<file path="src/rtl/reg_writeback_queue.sv">
// reg_writeback_queue
// Register-file write-back unit. ALU results (destination register and value)
// enter through a valid/ready handshake and wait in a small in-order FIFO.
// Entries then drive the register-file write port, at most one write per cycle.
// The unit also reports pending-write hazards and supplies the newest pending
// value for the two decode-stage read addresses.
//
// Ports:
//   CLK, RESET            clock; asynchronous active-high reset
//   in_valid/in_ready     result handshake; in_reg/in_data carry the result
//   wr_hold               register file busy, no pop this cycle
//   RegWrite/WriteReg/WriteData   registered write port to the register file
//   ReadReg1/ReadReg2     decode-stage read addresses
//   hazard1/hazard2       a write to ReadRegN is still pending
//   fwd_data1/fwd_data2   newest pending value for ReadRegN (0 if none)
//   count/empty/full      FIFO occupancy
module reg_writeback_queue #(
  parameter int DEPTH  = 4,
  parameter int DATA_W = 32,
  parameter int ADDR_W = 5
) (
  input  logic                     CLK,
  input  logic                     RESET,
  input  logic                     in_valid,
  output logic                     in_ready,
  input  logic [ADDR_W-1:0]        in_reg,
  input  logic [DATA_W-1:0]        in_data,
  input  logic                     wr_hold,
  output logic                     RegWrite,
  output logic [ADDR_W-1:0]        WriteReg,
  output logic [DATA_W-1:0]        WriteData,
  input  logic [ADDR_W-1:0]        ReadReg1,
  input  logic [ADDR_W-1:0]        ReadReg2,
  output logic                     hazard1,
  output logic                     hazard2,
  output logic [DATA_W-1:0]        fwd_data1,
  output logic [DATA_W-1:0]        fwd_data2,
  output logic [$clog2(DEPTH):0]   count,
  output logic                     empty,
  output logic                     full
);

  localparam int PTR_W = $clog2(DEPTH);
  localparam int CNT_W = PTR_W + 1;

  logic [PTR_W-1:0]  wr_ptr_reg;
  logic [PTR_W-1:0]  rd_ptr_reg;
  logic [CNT_W-1:0]  count_reg;
  logic [CNT_W-1:0]  count_next;
  logic              regwrite_reg;
  logic [ADDR_W-1:0] writereg_reg;
  logic [DATA_W-1:0] writedata_reg;

  // Entry storage is read combinationally by the hazard logic, so it is
  // kept in flops rather than block RAM. Validity comes from the pointers
  // and count, so the contents need no reset.
  logic [ADDR_W-1:0] entry_addr_reg [DEPTH];
  logic [DATA_W-1:0] entry_data_reg [DEPTH];

  logic push_acc;
  logic push_en;
  logic pop_en;

  assign empty    = (count_reg == '0);
  assign full     = (count_reg == CNT_W'(DEPTH));
  assign in_ready = !full;
  assign count    = count_reg;

  assign push_acc = in_valid && in_ready;
  // A result for register 0 completes the handshake but is dropped.
  assign push_en  = push_acc && (in_reg != '0);
  assign pop_en   = !empty && !wr_hold;

  always_comb begin
    count_next = count_reg;
    case ({push_en, pop_en})
      2'b10:   count_next = count_reg + CNT_W'(1);
      2'b01:   count_next = count_reg - CNT_W'(1);
      default: count_next = count_reg;
    endcase
  end

  always_ff @(posedge CLK or posedge RESET) begin
    if (RESET) begin
      wr_ptr_reg    <= '0;
      rd_ptr_reg    <= '0;
      count_reg     <= '0;
      regwrite_reg  <= 1'b0;
      writereg_reg  <= '0;
      writedata_reg <= '0;
    end else begin
      count_reg    <= count_next;
      regwrite_reg <= pop_en;
      if (push_en) begin
        wr_ptr_reg <= wr_ptr_reg + PTR_W'(1);
      end
      if (pop_en) begin
        rd_ptr_reg    <= rd_ptr_reg + PTR_W'(1);
        writereg_reg  <= entry_addr_reg[rd_ptr_reg];
        writedata_reg <= entry_data_reg[rd_ptr_reg];
      end
    end
  end

  always_ff @(posedge CLK) begin
    if (push_en) begin
      entry_addr_reg[wr_ptr_reg] <= in_reg;
      entry_data_reg[wr_ptr_reg] <= in_data;
    end
  end

  assign RegWrite  = regwrite_reg;
  assign WriteReg  = writereg_reg;
  assign WriteData = writedata_reg;

  // Entries re-ordered by age: slot 0 is the head (oldest queued), slot
  // DEPTH-1 the newest possible position.
  logic              age_valid [DEPTH];
  logic [ADDR_W-1:0] age_addr  [DEPTH];
  logic [DATA_W-1:0] age_data  [DEPTH];

  genvar gi;
  generate
    for (gi = 0; gi < DEPTH; gi++) begin : g_age
      logic [PTR_W-1:0] idx;
      assign idx           = rd_ptr_reg + PTR_W'(gi);
      assign age_valid[gi] = (CNT_W'(gi) < count_reg);
      assign age_addr[gi]  = entry_addr_reg[idx];
      assign age_data[gi]  = entry_data_reg[idx];
    end
  endgenerate

  // Scan oldest to newest so the last match wins. The output register is
  // older than every queued entry, so it is considered first.
  always_comb begin
    hazard1   = 1'b0;
    hazard2   = 1'b0;
    fwd_data1 = '0;
    fwd_data2 = '0;
    if (regwrite_reg && (writereg_reg == ReadReg1) && (ReadReg1 != '0)) begin
      hazard1   = 1'b1;
      fwd_data1 = writedata_reg;
    end
    if (regwrite_reg && (writereg_reg == ReadReg2) && (ReadReg2 != '0)) begin
      hazard2   = 1'b1;
      fwd_data2 = writedata_reg;
    end
    for (int i = 0; i < DEPTH; i++) begin
      if (age_valid[i] && (age_addr[i] == ReadReg1) && (ReadReg1 != '0)) begin
        hazard1   = 1'b1;
        fwd_data1 = age_data[i];
      end
      if (age_valid[i] && (age_addr[i] == ReadReg2) && (ReadReg2 != '0)) begin
        hazard2   = 1'b1;
        fwd_data2 = age_data[i];
      end
    end
  end

endmodule

</file>
<file path="config.mk">
export PLATFORM = sky130hd
export DESIGN_NAME = reg_writeback_queue
export DESIGN_NICKNAME = d
export VERILOG_FILES = /design/src/rtl/reg_writeback_queue.sv
export SDC_FILE = /design/constraint.sdc
export NUM_CORES = 1
export LEC_CHECK = 0
export CAP_MARGIN = 25
export CORE_MARGIN = 2
export CORE_UTILIZATION = 40
export CTS_BUF_LIST = sky130_fd_sc_hd__clkbuf_4
export CTS_CLUSTER_DIAMETER = 150
export DETAILED_ROUTE_END_ITERATION = 6
export PLACE_DENSITY_LB_ADDON = 0.05
export SETUP_SLACK_MARGIN = 0.1
export SYNTH_ARGS = -nofsm -noshare
export SYNTH_HDL_FRONTEND = slang
export SYNTH_SLANG_ARGS = --single-unit
</file>
<file path="constraint.sdc">
create_clock -name CLK -period 8.8 [get_ports CLK]
set_clock_uncertainty 0.05 [all_clocks]
set_input_delay 0.88 -clock CLK [delete_from_list [all_inputs] [get_ports CLK]]
set_output_delay 0.88 -clock CLK [all_outputs]
set_load 0.005 [all_outputs]
</file>
== Yosys cells after proc, flatten, opt, wreduce, memory -nomap -nowiden ==
Memory sizes are Yosys's and may differ from the RTL's.
Cells that the tools add are included.

* Output and inout port bits: 110
* Bits in registers: 45
* Memory bits (read-only): 0
* Bits in writable memories: 148
* Bits in latches: 0
* Memories: 2

{| class="wikitable"
|+ Memories
! memory !! depth !! width !! read ports !! clocked after memory_dff !! write ports !! line !! source
|-
| entry_data_reg || 4 || 32 || 4 || 0 || 1 || 58 || <nowiki>logic [DATA_W-1:0] entry_data_reg [DEPTH];</nowiki>
|-
| entry_addr_reg || 4 || 5 || 4 || 0 || 1 || 57 || <nowiki>logic [ADDR_W-1:0] entry_addr_reg [DEPTH];</nowiki>
|}

* Div/mod/pow operators: 0
* Magnitude comparators: 4
* Reduce and logical (&&, ||, !) cells: 31
* $add $sub $neg: 6
* Shift operators: 0
* Multipliers: 0
* Equality and inequality tests: 13
* Muxes and demuxes: 23
* Bitwise gates (word level): 0

{| class="wikitable"
|+ Operators with widths
! cell !! count
|-
| $mux W32 || 10
|-
| $eq A5 B5 Y1 || 10
|-
| $logic_and A1 B1 Y1 || 23
|-
| $reduce_bool A5 Y1 || 3
|-
| $mux W1 || 12
|-
| $lt A1 B3 Y1 const A || 2
|-
| $lt A2 B3 Y1 const A || 2
|-
| $pmux W3 S2 || 1
|-
| $add A2 B1 Y2 const B || 2
|-
| $add A2 B2 Y2 const B || 2
|-
| $add A3 B1 Y3 const B || 1
|-
| $eq A3 B3 Y1 const B || 1
|-
| $logic_not A1 Y1 || 3
|-
| $logic_not A3 Y1 || 1
|-
| $sub A3 B1 Y3 const B || 1
|-
| $eq A2 B1 Y1 const B || 1
|-
| $eq A2 B2 Y1 const B || 1
|-
| $reduce_bool A2 Y1 || 1
|}

== Depth between registers and ports, before layout ==
Gate-level depths: netlist (run 1).

* Word-level depth: 8
* Depth in mapped cells: 13
* Mapped depth without buffers: 9

== Least setup slack after synthesis (run 1) ==
OpenSTA, ideal clock, no wires.

* Path kind: input to output
* Start: input port ReadReg1[0]
* End: output port fwd_data1[10]
* Path slack: 4.993 ns
* Stages on the path: 11
* Arrival: 2.877 ns
* Data required time: 7.870 ns
* Path buffers: 4
* Cells stage by stage: clkbuf_1 > nor3_1 > a21oi_1 > mux2_2 > o2111a_1 > buf_2 > nand2b_1 > clkbuf_1 > clkbuf_1 > nor3_1 > a221o_1

* Longest elaborated chain between the ends: 8
* Elaborated cells on any way between the ends: 21
* Those cells by class: eq/ne: 5; mux: 5; reduce/logical: 11

{| class="wikitable"
|+ RTL lines
! item !! line !! source
|-
| start: declaration || 32 || <nowiki>input logic [ADDR_W-1:0] ReadReg1,</nowiki>
|-
| $eq A5 B5 Y1 || 140 || <nowiki>if (regwrite_reg && (writereg_reg == ReadReg1) && (ReadReg1 != '0)) begin</nowiki>
|-
| $logic_and A1 B1 Y1 (2 in series) || 140 ||
|-
| $mux W32 || 140 ||
|-
| $mux W32 (3 in series) || 149 || <nowiki>if (age_valid[i] && (age_addr[i] == ReadReg1) && (ReadReg1 != '0)) begin</nowiki>
|-
| $mux W32 (*) || 149 ||
|-
| end: declaration || 36 || <nowiki>output logic [DATA_W-1:0] fwd_data1,</nowiki>
|}

Every way passes the cells marked *; elsewhere a longest branch is shown, timed or not.

== Final worst setup path (run 1) ==
* Start: register rd_ptr_reg[1]
* End: output port fwd_data1[2]

* Longest elaborated chain between the ends: 8
* Elaborated cells on any way between the ends: 21
* Those cells by class: add/sub: 3; eq/ne: 4; mux: 4; reduce/logical: 8; memory: 2

{| class="wikitable"
|+ RTL lines
! item !! line !! source
|-
| start: declaration || 47 || <nowiki>logic [PTR_W-1:0] rd_ptr_reg;</nowiki>
|-
| start signal: assignment || 98 || <nowiki>rd_ptr_reg <= rd_ptr_reg + PTR_W'(1);</nowiki>
|-
| $add A2 B1 Y2 or $mem_v2 Z4 W5 (tied branches) || - ||
|-
| $mem_v2 Z4 W5 or $eq A5 B5 Y1 (tied branches) || - ||
|-
| $eq A5 B5 Y1 or $logic_and A1 B1 Y1 (tied branches) || 149 ||
|-
| $logic_and A1 B1 Y1 || 149 ||
|-
| $logic_and A1 B1 Y1 or $mux W32 (tied branches) || 149 ||
|-
| $mux W32 (2 in series) || 149 ||
|-
| $mux W32 (*) || 149 ||
|}

Marks and branches as above.

==> run_results.csv, run 1 <==
group,metric,value,unit
floorplan,pin_count,161,
drt,dr.first_iter.drc_count,823,
synthesis,netlist_area,0.01297,mm2
drt,vias,9635,
synthesis,async_flop_share,0.2332,
sta,fmax,0.1540,GHz
placed_design,portBuffers,160,
floorplan,core_area,0.03172,mm2
synthesis,ys.flop_type,"edfxtp_1",
placed_design,dpl.hpwl,24390,um
min_path,hold_class,"reg -> reg",
sta,fin_crit,6.494,ns
clocking,cts_resized,0,
floorplan,row_count,65,
outcome,status,"complete, no violations",
floorplan,die_area,0.03387,mm2
worst_setup_path,reg2reg_depth,4,
clocking,cts_inserted_buffers,17,
synthesis,netlist_instances,1017,
clocking,cts_setup_buffers,0,
sta,hold_viol,0,
sta,worstMarginPinSlew,1.019,ns
drt,wl,37630,um
clocking,cts_tree,"yes",
grt,grt_pass1_vias,9342,
sta,hold-worst-slack,0.5729,ns
final_layout,final_nets,1176,
synthesis,syn_area_per_cell,12.75,um2
clocking,clkSinkCount,193,
sta,rsz0062_at_grt,"no",
drt,drc,0,
synthesis,synth_cell_types,53,
clocking,htreeDepth,4,
clocking,clockBufferDepth,2,
sta,max_slew_margin,0.3207,
final_layout,final_cell_mix,"clkdlybuf4s50_1 (160), edfxtp_1 (148), mux4_2 (81), mux2i_1 (75), nor2_1 (65)",
worst_setup_path,end_kind,"primary output",
grt,grt_overflow,0,
drt,viasPerCell,6.289,
sta,fin_crit_sh,0.7380,
synthesis,synth_edf_count,148,
drt,wl_per_cell,24.56,um
sta,tns,0,ns
clocking,cts.reportedPaths.clkPinSlew,0.16,ns
synthesis,synth_warnings,0,
drt,ant_nets,0,
floorplan,floorplan.initialDensity,0.4088,
worst_setup_path,crit_fanout,56,
sta,setup_viol,0,
final_layout,drive_gt1_frac,0.2117,
grt,antenna_found_initial,1,
power,power_density,322.7,mW/mm2
sta,drv_slew,0,
placed_design,routabilityCongestion,0.8657,
grt,grt_first_pass_wirelength,56640,um
min_path,whs_path_depth,1,
worst_setup_path,worstSetupPathType,"reg -> out",
clocking,cts_hold_buf,0,
synthesis,syn_nets,1077,
synthesis,seq_area_frac_synth,0.4296,
power,peakVddDrop,0.1218,mV
synthesis,synth_seq_cells,193,
worst_setup_path,arrival,5.56,ns
grt,grt_max_degree,66,
floorplan,die_w,184.1,um
floorplan,die_h,184.1,um
final_layout,final_common_cell,"clkdlybuf4s50_1",
final_layout,syn2layout_area_growth,17.17,%
final_layout,fin_util,0.4790,
final_layout,largest_reg_flops,128,
worst_setup_path,cp-start-kind,"flip-flop",
clocking,cts_root_buf,"clkbuf_4",
power,p_leak,5.107,nW
clocking,clock_latency,0.60,ns
grt,grt_util_all_layers,0.2237,
drt,firstDrtPassIters,5,
worst_setup_path,cp.required,7.87,ns
job,drv_cap,0,
## report_power, final
part | total, W | switching [W] | internal [W]
Clock | 0.000522 | 0.000322 | 0.000200
Combinational | 0.00283 | 0.00138 | 0.00145
Sequential | 0.00155 | 0.000310 | 0.00124
Total | 0.00490 | 0.00201 | 0.00289
## kinds of logic (layout without fill, tap and decap cells)
| logic type | after synthesis | after routing | share of synthesized area |
|---|---|---|---|
| other | 0 | 1 | 0 |
| AO/OA/AOI/OAI | 219 | 219 | 0.1503 |
| buffers and inverters | 113 | 225 | 0.04053 |
| flip-flops | 193 | 193 | 0.4296 |
| multiplexers | 212 | 212 | 0.2472 |
| adder cells (fa/ha/maj) | 9 | 9 | 0.008684 |
| AND/OR/NAND/NOR | 216 | 216 | 0.08655 |
| XOR/XNOR | 55 | 55 | 0.03715 |
## worst max-delay path, cell delays in order, from the launching register on
cell	delay [ns]
dfrtp_4	1.00
mux4_2	0.65
xor2_1	0.17
nor2_1	0.14
o2111a_2	0.91
nand2b_1	0.72
buf_4	0.47
a211oi_1	0.10
a221o_1	0.31
clkdlybuf4s50_1	0.47
## final timing paths
kind	start	slack, ns	to
setup / recovery	rd_ptr_reg[1]$_DFFE_PP0P_	2.31	fwd_data1[2]
hold / removal	WriteData[22]$_DFFE_PP0P_	0.57	WriteData[22]$_DFFE_PP0P_
setup reg to reg	rd_ptr_reg[0]$_DFFE_PP0P_	5.40	WriteData[31]$_DFFE_PP0P_
hold reg to reg	WriteData[22]$_DFFE_PP0P_	0.57	WriteData[22]$_DFFE_PP0P_
max in group asynchronous	RESET	7.39	rd_ptr_reg[1]$_DFFE_PP0P_
min in group asynchronous	RESET	0.71	WriteData[17]$_DFFE_PP0P_
## synth_stat cells (2+ instances only)
| cell type | n | area (um2) |
|---|---|---|
| o21ai_1 | 2 | 10.01 |
| mux2i_1 | 75 | 750.7 |
| buf_6 | 6 | 67.56 |
| or3_1 | 2 | 12.51 |
| ha_1 | 9 | 112.6 |
| clkbuf_1 | 52 | 195.2 |
| mux2_2 | 56 | 630.6 |
| edfxtp_1 | 148 | 4444 |
| buf_2 | 24 | 120.1 |
| a221oi_1 | 37 | 324.1 |
| buf_4 | 7 | 52.55 |
| a21oi_1 | 43 | 215.2 |
| o21ai_0 | 6 | 30.03 |
| xor2_1 | 15 | 131.4 |
| a22oi_1 | 2 | 15.01 |
| xnor2_1 | 40 | 350.3 |
| nand2_1 | 14 | 52.55 |
| a211oi_1 | 21 | 157.7 |
| inv_1 | 7 | 26.28 |
| o31ai_1 | 2 | 15.01 |
| a2111oi_0 | 3 | 26.28 |
| and2_1 | 18 | 112.6 |
| buf_1 | 16 | 60.06 |
| nand2b_1 | 3 | 18.77 |
| nor2_1 | 68 | 255.2 |
| nand3_1 | 2 | 10.01 |
| o21a_1 | 2 | 15.01 |
| nor2b_1 | 39 | 244.0 |
| dfrtp_1 | 45 | 1126 |
| nor3_1 | 34 | 170.2 |
| nor4_1 | 27 | 168.9 |
| mux4_2 | 81 | 1824 |
| a221o_1 | 64 | 640.6 |
| a221oi_2 | 27 | 405.4 |
| o2111a_1 | 2 | 22.52 |
## cell type report
| cell class | count | area [um2] |
|---|---|---|
| flip-flops and latches | 193 | 5578 |
| fillers | 2822 | 16520 |
| clock inverters | 15 | 176.4 |
| clock buffers | 17 | 127.6 |
| diodes | 1 | 2.502 |
| multi-input cells | 711 | 6927 |
| well taps | 402 | 503.0 |
| repair buffers | 185 | 1849 |
| inverters | 8 | 30.03 |
## metrics by stage
step / area (um2) / setup WS, ns / instances / total power, W
4_1_cts: 15160 / 2.279 / 1530 / 0.004936
3_3_place_gp: 14800 / 2.914 / 1496 / 0.004390
3_5_place_dp: 14860 / 2.840 / 1498 / 0.004399
5_1_grt: 15190 / 2.026 / 1532 / 0.005225
6_report: 15190 / 2.306 / 1532 / 0.004902
2_1_floorplan: 12970 / 4.993 / 1017 / 0.003412
## metal layers
layer,up-vias,track usage,wire length (um)
met5,-,0,0
met4,0,0.05760,622
met3,36,0.04319,2225
met2,362,0.3675,18070
met1,4902,0.3046,16710
li1,4335,-,-
No activity file was read; power rests on OpenSTA's default activity.
==> run 2: changes to the inputs <==
==> constraint.sdc (replaced) <==
create_clock -name CLK -period 6.6 [get_ports CLK]
set_clock_uncertainty 0.05 [all_clocks]
set_input_delay 0.66 -clock CLK [delete_from_list [all_inputs] [get_ports CLK]]
set_output_delay 0.66 -clock CLK [all_outputs]
set_load 0.005 [all_outputs]
==> run_results.csv, run 2 (synthesis gave the netlist of run 1 again) <==
group,metric,value,unit
worst_setup_path,arrival,5.22,ns
sta,max_slew_margin,0.3038,
sta,worstMarginPinSlew,1.044,ns
worst_setup_path,worstSetupPathType,"reg -> out",
drt,vias,9608,
final_layout,syn2layout_area_growth,17.61,%
clocking,cts_setup_buffers,0,
power,p_seq_frac,0.310,
clocking,clockBufferDepth,2,
floorplan,die_area,0.03387,mm2
grt,grt_overflow,0,
floorplan,floorplan.initialDensity,0.4088,
placed_design,routabilityCongestion,0.8466,
clocking,clkSinkCount,193,
floorplan,row_count,65,
sta,fmax,0.1687,GHz
power,netSwitchingPower,0.002678,W
power,sw_frac_of_total,0.4026,
clocking,cts_root_buf,"clkbuf_4",
clocking,cts_inserted_buffers,17,
clocking,cts_resized,0,
sta,fin_crit,5.928,ns
power,pwr-share-clk,0.121,
sta,tns,0,ns
sta,fin_crit_sh,0.8983,
drt,firstDrtPassIters,5,
sta,drv_slew,0,
power,peakVddDrop,0.1955,mV
worst_setup_path,cp-start-kind,"flip-flop",
drt,drc,0,
power,p_leak,5.150,nW
floorplan,core_area,0.03172,mm2
grt,grt_util_all_layers,0.2310,
power,power_density,436.1,mW/mm2
drt,viasPerCell,6.251,
final_layout,final_cell_mix,"clkdlybuf4s50_1 (160), edfxtp_1 (148), mux4_2 (81), mux2i_1 (75), nor2_1 (65)",
min_path,hold_class,"in -> async",
final_layout,finish.instance_area,0.01525,mm2
clocking,htreeDepth,4,
grt,grt_first_pass_wirelength,58390,um
grt,grt_max_degree,74,
final_layout,final_nets,1181,
job,drv_cap,0,
floorplan,pin_count,161,
placed_design,dpl.hpwl,24940,um
worst_setup_path,cp.required,5.89,ns
sta,setup_viol,0,
grt,grt_pass1_vias,9395,
drt,wl,38720,um
final_layout,final_common_cell,"clkdlybuf4s50_1",
sta,hold_viol,0,
clocking,cts.reportedPaths.clkPinSlew,0.18,ns
grt,antenna_found_initial,2,
sta,rsz0062_at_grt,"no",
clocking,cts_hold_buf,0,
worst_setup_path,crit_fanout,44,
clocking,clock_latency,0.59,ns
final_layout,fin_util,0.4808,
outcome,status,"complete, no violations",
placed_design,dpl_cell_area,0.01488,mm2
power,combPwrFrac,0.570,
clocking,cts_tree,"yes",
worst_setup_path,end_kind,"primary output",
drt,ant_nets,0,
drt,dr.first_iter.drc_count,745,
drt,wl_per_cell,25.19,um
power,intPower,0.003973,W
final_layout,drive_gt1_frac,0.2160,
floorplan,die_w,184.1,um
final_layout,largest_reg_flops,128,
floorplan,die_h,184.1,um
placed_design,portBuffers,160,
worst_setup_path,rrSetupSlack,3.45,ns
## run 2: final timing paths
| check | startpoint | to | depth (start not counted) |
|---|---|---|---|
| worst max register to register | rd_ptr_reg[1]$_DFFE_PP0P_ | WriteData[2]$_DFFE_PP0P_ | 6 |
| worst max-delay path | rd_ptr_reg[1]$_DFFE_PP0P_ | fwd_data2[29] | 10 |
| max in group asynchronous | RESET | rd_ptr_reg[1]$_DFFE_PP0P_ | 3 |
| worst min register to register | WriteData[7]$_DFFE_PP0P_ | WriteData[7]$_DFFE_PP0P_ | 1 |
| min in group CLK | WriteData[7]$_DFFE_PP0P_ | WriteData[7]$_DFFE_PP0P_ | 1 |
| worst min-delay path | RESET | WriteData[17]$_DFFE_PP0P_ | 3 |
## run 2: metrics by stage
step	power, W	hold slack, ns	setup slack, ns	std cells
after detailed placement	0.005872	0.5350	1.250	1504
after global routing	0.007079	0.4748	0.2585	1537
after global placement	0.005857	0.5334	1.261	1504
after CTS	0.006689	0.4953	0.5966	1536
final	0.006651	0.4939	0.6715	1537
after floorplan	0.004549	0.5003	3.187	1017
## run 2: final cells by class
cell class	count	area [um2]
antenna	1	2.502
clock buffer	18	135.1
clock inverter	14	236.5
fill	2827	16470
inverter	8	30.03
multi-input combinational	711	6927
sequential	193	5578
tap	402	503.0
timing repair buffer	190	1839
## run 2: worst max-delay path: stages, from the launching register on
cell and delay (ns):
dfrtp_4 0.70, buf_4 0.59, mux2i_1 0.43, mux2i_1 0.23, nor4b_1 0.41, o21a_1 0.72
buf_4 0.42, a221oi_1 0.08, nor4_1 0.31, a221o_1 0.21, clkdlybuf4s50_1 0.52
## run 2: power by group through the flow
stage                     sequential, W  combinational (W)  clock [W]
after floorplan                 0.00190            0.00265          0
after global placement          0.00208            0.00378          0
after detailed placement        0.00208            0.00379          0
after CTS                       0.00206            0.00381   0.000825
after global routing            0.00211            0.00409   0.000881
final                           0.00206            0.00379   0.000802
## run 2: per-layer routing
| layer | share of wire | vias up | wire, um | GRT usage |
|---|---|---|---|---|
| met3 | 0.061 | 27 | 2379 | 0.04081 |
| met2 | 0.48 | 356 | 18760 | 0.3851 |
| met4 | 0.0090 | 2 | 349 | 0.04320 |
| met5 | 0.00034 | - | 13 | 0 |
| li1 | - | 4341 | - | - |
| met1 | 0.44 | 4882 | 17220 | 0.3187 |
